**src/rtl/regfile_pkg.sv**
```systemverilog
// Shared types and defaults for the parametrised register file.
package regfile_pkg;

  typedef enum logic {
    IDLE  = 1'b0,
    SWEEP = 1'b1
  } clr_state_e;

  localparam int DEF_WIDTH = 10;
  localparam int DEF_NREG  = 8;

  function automatic int addr_width(input int n);
    return $clog2(n);
  endfunction

endpackage

```
**src/rtl/regfile_clear_seq.sv**
```systemverilog
// Clear sequencer: on CLR, walks every register index once, one per negedge,
// and reports the index being zeroed on that edge.
module regfile_clear_seq
  import regfile_pkg::*;
#(
  parameter int NREG = DEF_NREG,
  localparam int AW  = addr_width(NREG)
) (
  input  logic          clk_i,
  input  logic          rst_i,
  input  logic          clr_i,
  output logic          busy_o,
  output logic          clr_stb_o,
  output logic [AW-1:0] clr_idx_o
);

  clr_state_e    state_q, state_d;
  logic [AW-1:0] idx_q, idx_d;

  // State and sweep index register.
  always_ff @(negedge clk_i or posedge rst_i) begin
    if (rst_i) begin
      state_q <= IDLE;
      idx_q   <= '0;
    end else begin
      state_q <= state_d;
      idx_q   <= idx_d;
    end
  end

  // Next state: CLR only matters in IDLE, so a request mid-sweep never restarts it.
  always_comb begin
    state_d = state_q;
    idx_d   = idx_q;
    case (state_q)
      IDLE: begin
        if (clr_i) begin
          state_d = SWEEP;
          idx_d   = '0;
        end else begin
          state_d = IDLE;
          idx_d   = idx_q;
        end
      end
      SWEEP: begin
        if (idx_q == AW'(NREG - 1)) begin
          state_d = IDLE;
          idx_d   = '0;
        end else begin
          state_d = SWEEP;
          idx_d   = idx_q + AW'(1);
        end
      end
      default: begin
        state_d = IDLE;
        idx_d   = '0;
      end
    endcase
  end

  assign busy_o    = (state_q == SWEEP);
  assign clr_stb_o = (state_q == SWEEP);
  assign clr_idx_o = idx_q;

endmodule

```
**src/rtl/regfile_np.sv**
```systemverilog
// NREG x WIDTH register file, one write port, NRD registered read ports,
// hardware clear sweep and write-drop pulse. REGFILE_BYPASS_EN adds same-edge forwarding.
module regfile_np
  import regfile_pkg::*;
#(
  parameter int WIDTH = DEF_WIDTH,
  parameter int NREG  = DEF_NREG,
  parameter int NRD   = 2,
  localparam int AW   = addr_width(NREG)
) (
  input  logic                 CLKb,
  input  logic                 RST,
  input  logic [WIDTH-1:0]     D,
  input  logic                 ENW,
  input  logic [AW-1:0]        WRA,
  input  logic [NRD-1:0]       ENR,
  input  logic [NRD*AW-1:0]    RDA,
  output logic [NRD*WIDTH-1:0] Q,
  input  logic                 CLR,
  output logic                 BUSY,
  output logic                 WDROP
);

  logic [WIDTH-1:0]            mem_q [NREG];
  logic [WIDTH-1:0]            mem_d [NREG];
  logic [NRD-1:0][WIDTH-1:0]   q_q, q_d;
  logic [NRD-1:0][WIDTH-1:0]   rd_val_s;
  logic [NRD-1:0][AW-1:0]      rd_addr_s;
  logic                        wdrop_q, wdrop_d;
  logic                        busy_s, clr_stb_s;
  logic [AW-1:0]               clr_idx_s;
  logic                        wr_ok_s;

  regfile_clear_seq #(
    .NREG (NREG)
  ) u_clear_seq (
    .clk_i     (CLKb),
    .rst_i     (RST),
    .clr_i     (CLR),
    .busy_o    (busy_s),
    .clr_stb_o (clr_stb_s),
    .clr_idx_o (clr_idx_s)
  );

  // A write lands only in IDLE and only when it does not collide with a clear request.
  assign wr_ok_s = ENW & ~busy_s & ~CLR;
  assign wdrop_d = ENW & ~wr_ok_s;

  // Per-entry next value: sweep clear or accepted write.
  always_comb begin
    for (int i = 0; i < NREG; i++) begin
      if (clr_stb_s && (clr_idx_s == AW'(i))) begin
        mem_d[i] = '0;
      end else if (wr_ok_s && (WRA == AW'(i))) begin
        mem_d[i] = D;
      end else begin
        mem_d[i] = mem_q[i];
      end
    end
  end

  // Read data per port, optionally forwarding this edge's write or clear.
  always_comb begin
    for (int k = 0; k < NRD; k++) begin
      rd_addr_s[k] = RDA[k*AW +: AW];
      rd_val_s[k]  = mem_q[rd_addr_s[k]];
`ifdef REGFILE_BYPASS_EN
      if (wr_ok_s && (WRA == rd_addr_s[k])) begin
        rd_val_s[k] = D;
      end else if (clr_stb_s && (clr_idx_s == rd_addr_s[k])) begin
        rd_val_s[k] = '0;
      end else begin
        rd_val_s[k] = mem_q[rd_addr_s[k]];
      end
`endif
      if (ENR[k]) begin
        q_d[k] = rd_val_s[k];
      end else begin
        q_d[k] = q_q[k];
      end
    end
  end

  // Storage, read registers and drop pulse.
  always_ff @(negedge CLKb or posedge RST) begin
    if (RST) begin
      for (int i = 0; i < NREG; i++) begin
        mem_q[i] <= '0;
      end
      q_q     <= '0;
      wdrop_q <= 1'b0;
    end else begin
      for (int i = 0; i < NREG; i++) begin
        mem_q[i] <= mem_d[i];
      end
      q_q     <= q_d;
      wdrop_q <= wdrop_d;
    end
  end

  assign Q     = q_q;
  assign BUSY  = busy_s;
  assign WDROP = wdrop_q;

endmodule

```
**config.mk**
```make
export PLATFORM = sky130hd
export DESIGN_NAME = regfile_np
export DESIGN_NICKNAME = d
export VERILOG_FILES = /design/src/rtl/regfile_pkg.sv /design/src/rtl/regfile_clear_seq.sv /design/src/rtl/regfile_np.sv
export SDC_FILE = /design/constraint.sdc
export NUM_CORES = 1
export LEC_CHECK = 0
export ABC_CLOCK_PERIOD_IN_PS = 7000
export CAP_MARGIN = 20
export CORE_MARGIN = 2
export CORE_UTILIZATION = 45
export DETAILED_ROUTE_END_ITERATION = 6
export HOLD_SLACK_MARGIN = 0.02
export PLACE_DENSITY = 0.66
export SLEW_MARGIN = 20
export SYNTH_ARGS = -nofsm -noshare
export SYNTH_HDL_FRONTEND = slang
export SYNTH_SLANG_ARGS = --single-unit
export TNS_END_PERCENT = 5
```
**constraint.sdc**
```tcl
create_clock -name CLKb -period 7 [get_ports CLKb]
set_input_delay 1.4 -clock CLKb [delete_from_list [all_inputs] [get_ports CLKb]]
set_output_delay 1.4 -clock CLKb [all_outputs]
set_load 0.02 [all_outputs]
```
==> metrics.md, run 1 <==
| Metric | Value |
|---|---|
| Clk_skew | `9.26 ps` |
| CP arrival | `4930 ps` |
| Post-Syn Area | `5730 um^2` |
| Hold WS | `511 ps` |
| Longest Clk Path Bufs | `2` |
| Core area | `12500 um^2` |
| Final hold viol count | `0` |
| Hpwl dp | `10.3 mm` |
| CTS tree | `built` |
| Crit-path slowest cell | `clkdlybuf4s50_1` |
| # diodes | `0` |
| Worst-Skew Late Latency | `360 ps` |
| Post-CTS setup buffer count | `0` |
| Post-Syn Instances | `532` |
| Cell Count, Final, Fillers Out | `751` |
| DP Cell Count | `735` |
| Total CTS buffers | `9` |
| Crit end category | `output port` |
| Syn Area/Cell | `10.8 um^2` |
| Drt pass-1 iters | `5` |
| DRC Markers | `0` |
| Synth cell types | `27` |
| Crit path max fanout | `2` |
| Final WL | `15.7 mm` |
| Site Rows | `41` |
| Most common cell after layout, fill and taps aside | `mux2i_1` |
| Gpl congestion | `0.825` |
| CP Cell Sequence | `clkdlybuf4s50_1` |
| Setup Viol. Count Final | `0` |
| Reg clk slew, reported paths | `60 ps` |
| Yosys top cell by area | `dfrtn_1` |
| CP top delay family | `buffers and inverters` |
| # hold bufs at CTS | `0` |
| Worst stage delay on the critical path | `620 ps` |
| Die H | `117 um` |
| I/O pins | `47` |
| Fillers | `1186` |
| Total congestion overflow | `0` |
| Clock root buffer | `clkbuf_16` |
| Buf/Inv on CP | `1` |
| Startpoint types | `flip-flop` |
| Chip Width | `117 um` |
| Initial DRC Count | `325` |
| Util after Layout | `53.7%` |
| Layout Nets | `605` |
| Largest net degree at the start of global routing | `106` |
| Die ar. | `13700 um^2` |
| Commonest cells after routing, fill and taps aside | `mux2i_1 (141), dfrtn_1 (105), nand2_1 (83)` |
| Area of the multi-input gates | `2890 um^2` |
| Final Power | `0.00213 W` |
| Via count | `4290` |
| Max VDD drop | `175 uV` |
| Clock Sinks | `105` |
| Worst Hold Class | `flip-flop to flip-flop` |
| I/O Buffers | `46` |
| Register Area | `2630 um^2` |
| Initial Util | `45.8%` |
| Number of synthesis warnings | `0` |
| Max-capacitance violation count | `0` |
| Status | `completed` |
| Routed WL per cell | `20.9 um` |
| Area delta synth->final | `17.2%` |
| Rel. slew slack | `45.7%` |
| Seq/Total Area, Yosys | `45.9%` |
| Worst-margin pin slew | `813 ps` |
| Vias in the first global route | `4476` |
| Cell Pwr Density | `318 nW/um^2` |
| Top FF cell, synth | `dfrtn_1` |
| First-pass GRT wire length | `24.9 mm` |
| Synth Net Count | `563` |
| Area contributors post-synth | `dfrtn_1 (46%), mux2i_1 (25%), nand2_1 (5.4%)` |
| Resize count post-CTS | `0` |
| Synth top area share | `45.9%` |
| Number of synthesized flops with an enable pin | `0` |
| Vias per std cell | `5.71` |
| Initial antenna violation count | `0` |
| Synthesis-stage register bit count | `105` |
| CP required | `5600 ps` |
| RSZ-0062 raised after global routing | `no` |
| Lkg Pwr | `3.49 nW` |
| Max H-tree Level | `3` |
| Asr flop ratio synth | `100%` |
| Critical path class | `flip-flop to output port` |
| Fin. max-slew vios | `0` |
| ANT nets after route | `0` |
| Total track usage | `24.5%` |
| Layout cells sized above 1 | `7.08%` |
| Final setup TNS | `0 ps` |
-- final timing paths --
kind	start	to	slack, ps	depth (start not counted)
setup / recovery	Q[2]	Q[2]	670	1
hold / removal	mem_q[31]	mem_q[31]	510	2
setup reg to reg	u_clear_seq.busy_o	mem_q[22]	5380	5
hold reg to reg	mem_q[31]	mem_q[31]	510	2
max in group asynchronous	RST	mem_q[49]	1580	3
min in group asynchronous	RST	mem_q[9]	4920	3
-- through the flow --
stage	setup slack [ps]	cell area (um^2)
floorplan	941	5730
global placement	372	6400
detailed placement	364	6400
CTS	665	6720
global route	638	6720
finish	669	6720
-- registers in the layout, summed over array words and instances (netlist names) --
signal                 flops
u_clear_seq.clr_idx_o      3
mem_q                     80
Q                         20
WDROP                      1
u_clear_seq.busy_o         1
-- cells in the mapped netlist (7+ instances only) --
cell      number
nand3_1       25
buf_2          9
a41o_1        20
a211o_1       20
nand2_1       83
inv_1         15
buf_4          7
mux2i_1      141
clkbuf_1       8
dfrtn_1      105
a22oi_1       20
nor2b_1       43
-- layout make-up --
class | instances | area share (%)
Multi-Input combinational cell | 381 | 43.0
Tap cell | 172 | 3.20
Inverter | 15 | 0.894
Clock inverter | 6 | 1.38
Sequential cell | 105 | 39.1
Timing Repair Buffer | 62 | 9.05
Clock buffer | 10 | 3.41
-- logic make-up (layout without fill, tap and decap cells) --
group / count (synthesis) / count (layout) / synth area share, %
buffers and inverters: 46 / 93 / 3.80
and+or+nand+nor: 171 / 171 / 14.8
adders and majority gates: 6 / 6 / 1.31
AOI/OAI and AO/OA: 62 / 62 / 9.43
muxes: 142 / 142 / 24.8
DFF: 105 / 105 / 45.9
-- metal layers --
metal	global-route usage (%)	vias to the layer above	share of wire (%)
li1	-	1986	-
met1	33.5	2152	46
met2	38.6	125	47
met3	4.79	27	4.8
met4	9.80	0	3.1
met5	0	-	0
-- report_power, final --
part	leakage, nW	switching (W)	internal, W
combinational	1.94	0.000365	0.000285
clock	0.149	0.000239	0.000315
sequential	1.41	0.000132	0.000798
total	3.49	0.000735	0.00140
Note: power is estimated with default switching activity, not from simulation.
==> run 2, diff against run 1 <==
--- a/config.mk
+++ b/config.mk
@@ -11,8 +11,8 @@
 export CORE_UTILIZATION = 45
 export DETAILED_ROUTE_END_ITERATION = 6
 export HOLD_SLACK_MARGIN = 0.02
-export PLACE_DENSITY = 0.66
-export SLEW_MARGIN = 20
+export PLACE_DENSITY_LB_ADDON = 0.05
+export SLEW_MARGIN = 25
 export SYNTH_ARGS = -nofsm -noshare
 export SYNTH_HDL_FRONTEND = slang
 export SYNTH_SLANG_ARGS = --single-unit
==> run 2 against run 1 <==
Total power shrank 3.3%. Setup slack gained 15 ps. Worst hold slack gained 2.1 ps. Critical endpoint is now Q[6]. Count of clock-buffer cells in the layout grew 3. Clock skew shrank 3.6 ps. Final cell count grew 0.40%. Via count shrank 2.0%. Global-route usage grew 0.86 points. Critical path type unchanged. Clock power shrank 13%. First-iteration DRC count shrank 22%. Register-to-register slack lost 40 ps.
==> metrics.md, run 2 (synthesis results as in run 1) <==
| Metric | Value |
|---|---|
| Hold path startpoint | `mem_q[31] (unchanged)` |
| DRC Markers | `0 (unchanged)` |
| Total congestion overflow | `0 (unchanged)` |
| Largest Register | `mem_q (unchanged)` |
| Hold path cells | `2 (unchanged)` |
| Max H-tree Level | `3 (unchanged)` |
| Largest register FFs | `80 (unchanged)` |
| Resize count post-CTS | `0 (unchanged)` |
| Hold WS | `513 ps (was 511 ps)` |
| Crit path max fanout | `2 (unchanged)` |
| Crit-path slowest cell | `clkdlybuf4s50_1 (unchanged)` |
| Hold Path Sink | `mem_q[31] (unchanged)` |
| Layout Nets | `609 (was 605)` |
| Cell Count, Final, Fillers Out | `754 (was 751)` |
| Longest Clk Path Bufs | `2 (unchanged)` |
| DR WL met3 | `861 um (was 757 um)` |
| Fin. max-slew vios | `0 (unchanged)` |
| Critical path class | `flip-flop to output port (unchanged)` |
| FF-to-FF Start | `u_clear_seq.busy_o (unchanged)` |
| Initial DRC Count | `255 (was 325)` |
| Worst-Skew Late Latency | `350 ps (was 360 ps)` |
| Worst-margin pin slew | `683 ps (was 813 ps)` |
| CP top delay family | `buffers and inverters (unchanged)` |
| Startpoint types | `flip-flop (unchanged)` |
| Core area | `12500 um^2 (unchanged)` |
| Final hold viol count | `0 (unchanged)` |
| I/O Buffers | `46 (unchanged)` |
| DP Cell Count | `739 (was 735)` |
| CP arrival | `4920 ps (was 4930 ps)` |
| Reg clk slew, reported paths | `50 ps (was 60 ps)` |
| Clock Sinks | `105 (unchanged)` |
| # diodes | `0 (unchanged)` |
| Worst Hold Class | `flip-flop to flip-flop (unchanged)` |
| Vias per std cell | `5.57 (was 5.71)` |
| First-pass GRT wire length | `25.1 mm (was 24.9 mm)` |
| RSZ-0062 raised after global routing | `no (unchanged)` |
| Crit end category | `output port (unchanged)` |
| Top layer in use | `met4 (unchanged)` |
| Max-capacitance violation count | `0 (unchanged)` |
| Commonest cells after routing, fill and taps aside | `mux2i_1 (141), dfrtn_1 (105), nand2_1 (83) (unchanged)` |
| Reg-to-reg endpoint | `mem_q[39] (was mem_q[22])` |
| I/O pins | `47 (unchanged)` |
| Max VDD drop | `116 uV (was 175 uV)` |
| Lkg Pwr | `3.50 nW (was 3.49 nW)` |
| Total CTS buffers | `9 (unchanged)` |
| Wire length on met1 | `7.40 mm (was 7.16 mm)` |
| Clock root buffer | `clkbuf_16 (unchanged)` |
| Fillers | `1156 (was 1186)` |
| CTS tree | `built (unchanged)` |
| Initial antenna violation count | `0 (unchanged)` |
| Final setup TNS | `0 ps (unchanged)` |
| Buf/Inv on CP | `1 (unchanged)` |
| Rel. slew slack | `54.4% (was 45.7%)` |
| R2r worst-path depth | `4 (was 5)` |
| Most common cell after layout, fill and taps aside | `mux2i_1 (unchanged)` |
| ANT nets after route | `0 (unchanged)` |
| Final WL | `16.4 mm (was 15.7 mm)` |
| Cell Pwr Density | `308 nW/um^2 (was 318 nW/um^2)` |
| CP required | `5600 ps (about the same)` |
| Initial Util | `45.8% (unchanged)` |
| Gpl congestion | `0.780 (was 0.825)` |
| Worst stage delay on the critical path | `620 ps (about the same)` |
| Post-CTS setup buffer count | `0 (unchanged)` |
| Clk_skew | `5.67 ps (was 9.26 ps)` |
| # hold bufs at CTS | `0 (unchanged)` |
| Chip Width | `117 um (unchanged)` |
| Layout cells sized above 1 | `7.39% (was 7.08%)` |
| Setup Viol. Count Final | `0 (unchanged)` |
| Die ar. | `13700 um^2 (unchanged)` |
| Area delta synth->final | `16.9% (was 17.2%)` |
| CP Cell Sequence | `clkdlybuf4s50_1 (unchanged)` |
| Worst Setup SP | `Q[6] (was Q[2])` |
| Die H | `117 um (unchanged)` |
| Routed WL per cell | `21.7 um (was 20.9 um)` |
| Reg2reg setup slack | `5340 ps (was 5380 ps)` |
| Site Rows | `41 (unchanged)` |
| Via count | `4203 (was 4290)` |
| Vias in the first global route | `4278 (was 4476)` |
| Largest net degree at the start of global routing | `106 (unchanged)` |
| Drt pass-1 iters | `5 (unchanged)` |
| Hpwl dp | `10.9 mm (was 10.3 mm)` |
| Total track usage | `25.4% (was 24.5%)` |
| WL met2 | `7.76 mm (was 7.30 mm)` |
| Status | `completed (unchanged)` |
## run 2: cell type report
class                      count  area [um^2]  share of cell area, %
multi-input combinational    381         2890                   43.1
sequential                   105         2630                   39.2
timing repair buffer          66          638                   9.52
clock buffer                  13          260                   3.88
tap                          172          215                   3.21
inverter                      15         60.1                  0.896
clock inverter                 2         13.8                  0.205
## run 2: worst max-delay path by stage
stage	depth (start not counted)	to	slack [ps]
3_5_place_dp	4	Q[6]	400
5_1_grt	1	Q[9]	640
6_report	1	Q[6]	680
3_3_place_gp	4	Q[0]	420
2_1_floorplan	1	Q[0]	940
4_1_cts	1	Q[6]	680
## run 2: per-stage QoR
step | utilization (%) | power, W | setup WS [ps] | area (um^2)
2_1_floorplan | - | 0.00135 | 941 | 5730
3_3_place_gp | 51.3 | 0.00157 | 416 | 6430
3_5_place_dp | 51.3 | 0.00159 | 404 | 6430
4_1_cts | 53.5 | 0.00208 | 682 | 6700
5_1_grt | 53.5 | 0.00219 | 641 | 6700
6_report | 53.5 | 0.00206 | 684 | 6700
## run 2: layer usage
metal  vias to the layer above  track usage [%]
met2                        99             39.7
li1                       1986                -
met5                         -                0
met1                      2095             36.4
met4                         0             10.0
met3                        23             2.68
## run 2: where the power goes
part | internal, W | switching [W]
sequential | 0.000799 | 0.000134
clock | 0.000260 | 0.000225
combinational | 0.000286 | 0.000360
total | 0.00134 | 0.000719
==> run 3, diff against run 2 <==
--- a/config.mk
+++ b/config.mk
@@ -10,6 +10,7 @@
 export CORE_MARGIN = 2
 export CORE_UTILIZATION = 45
 export DETAILED_ROUTE_END_ITERATION = 6
+export GPL_ROUTABILITY_DRIVEN = 0
 export HOLD_SLACK_MARGIN = 0.02
 export PLACE_DENSITY_LB_ADDON = 0.05
 export SLEW_MARGIN = 25
==> results of run 3 <==
Final layout, timing and power as in run 2 (identical DEF).
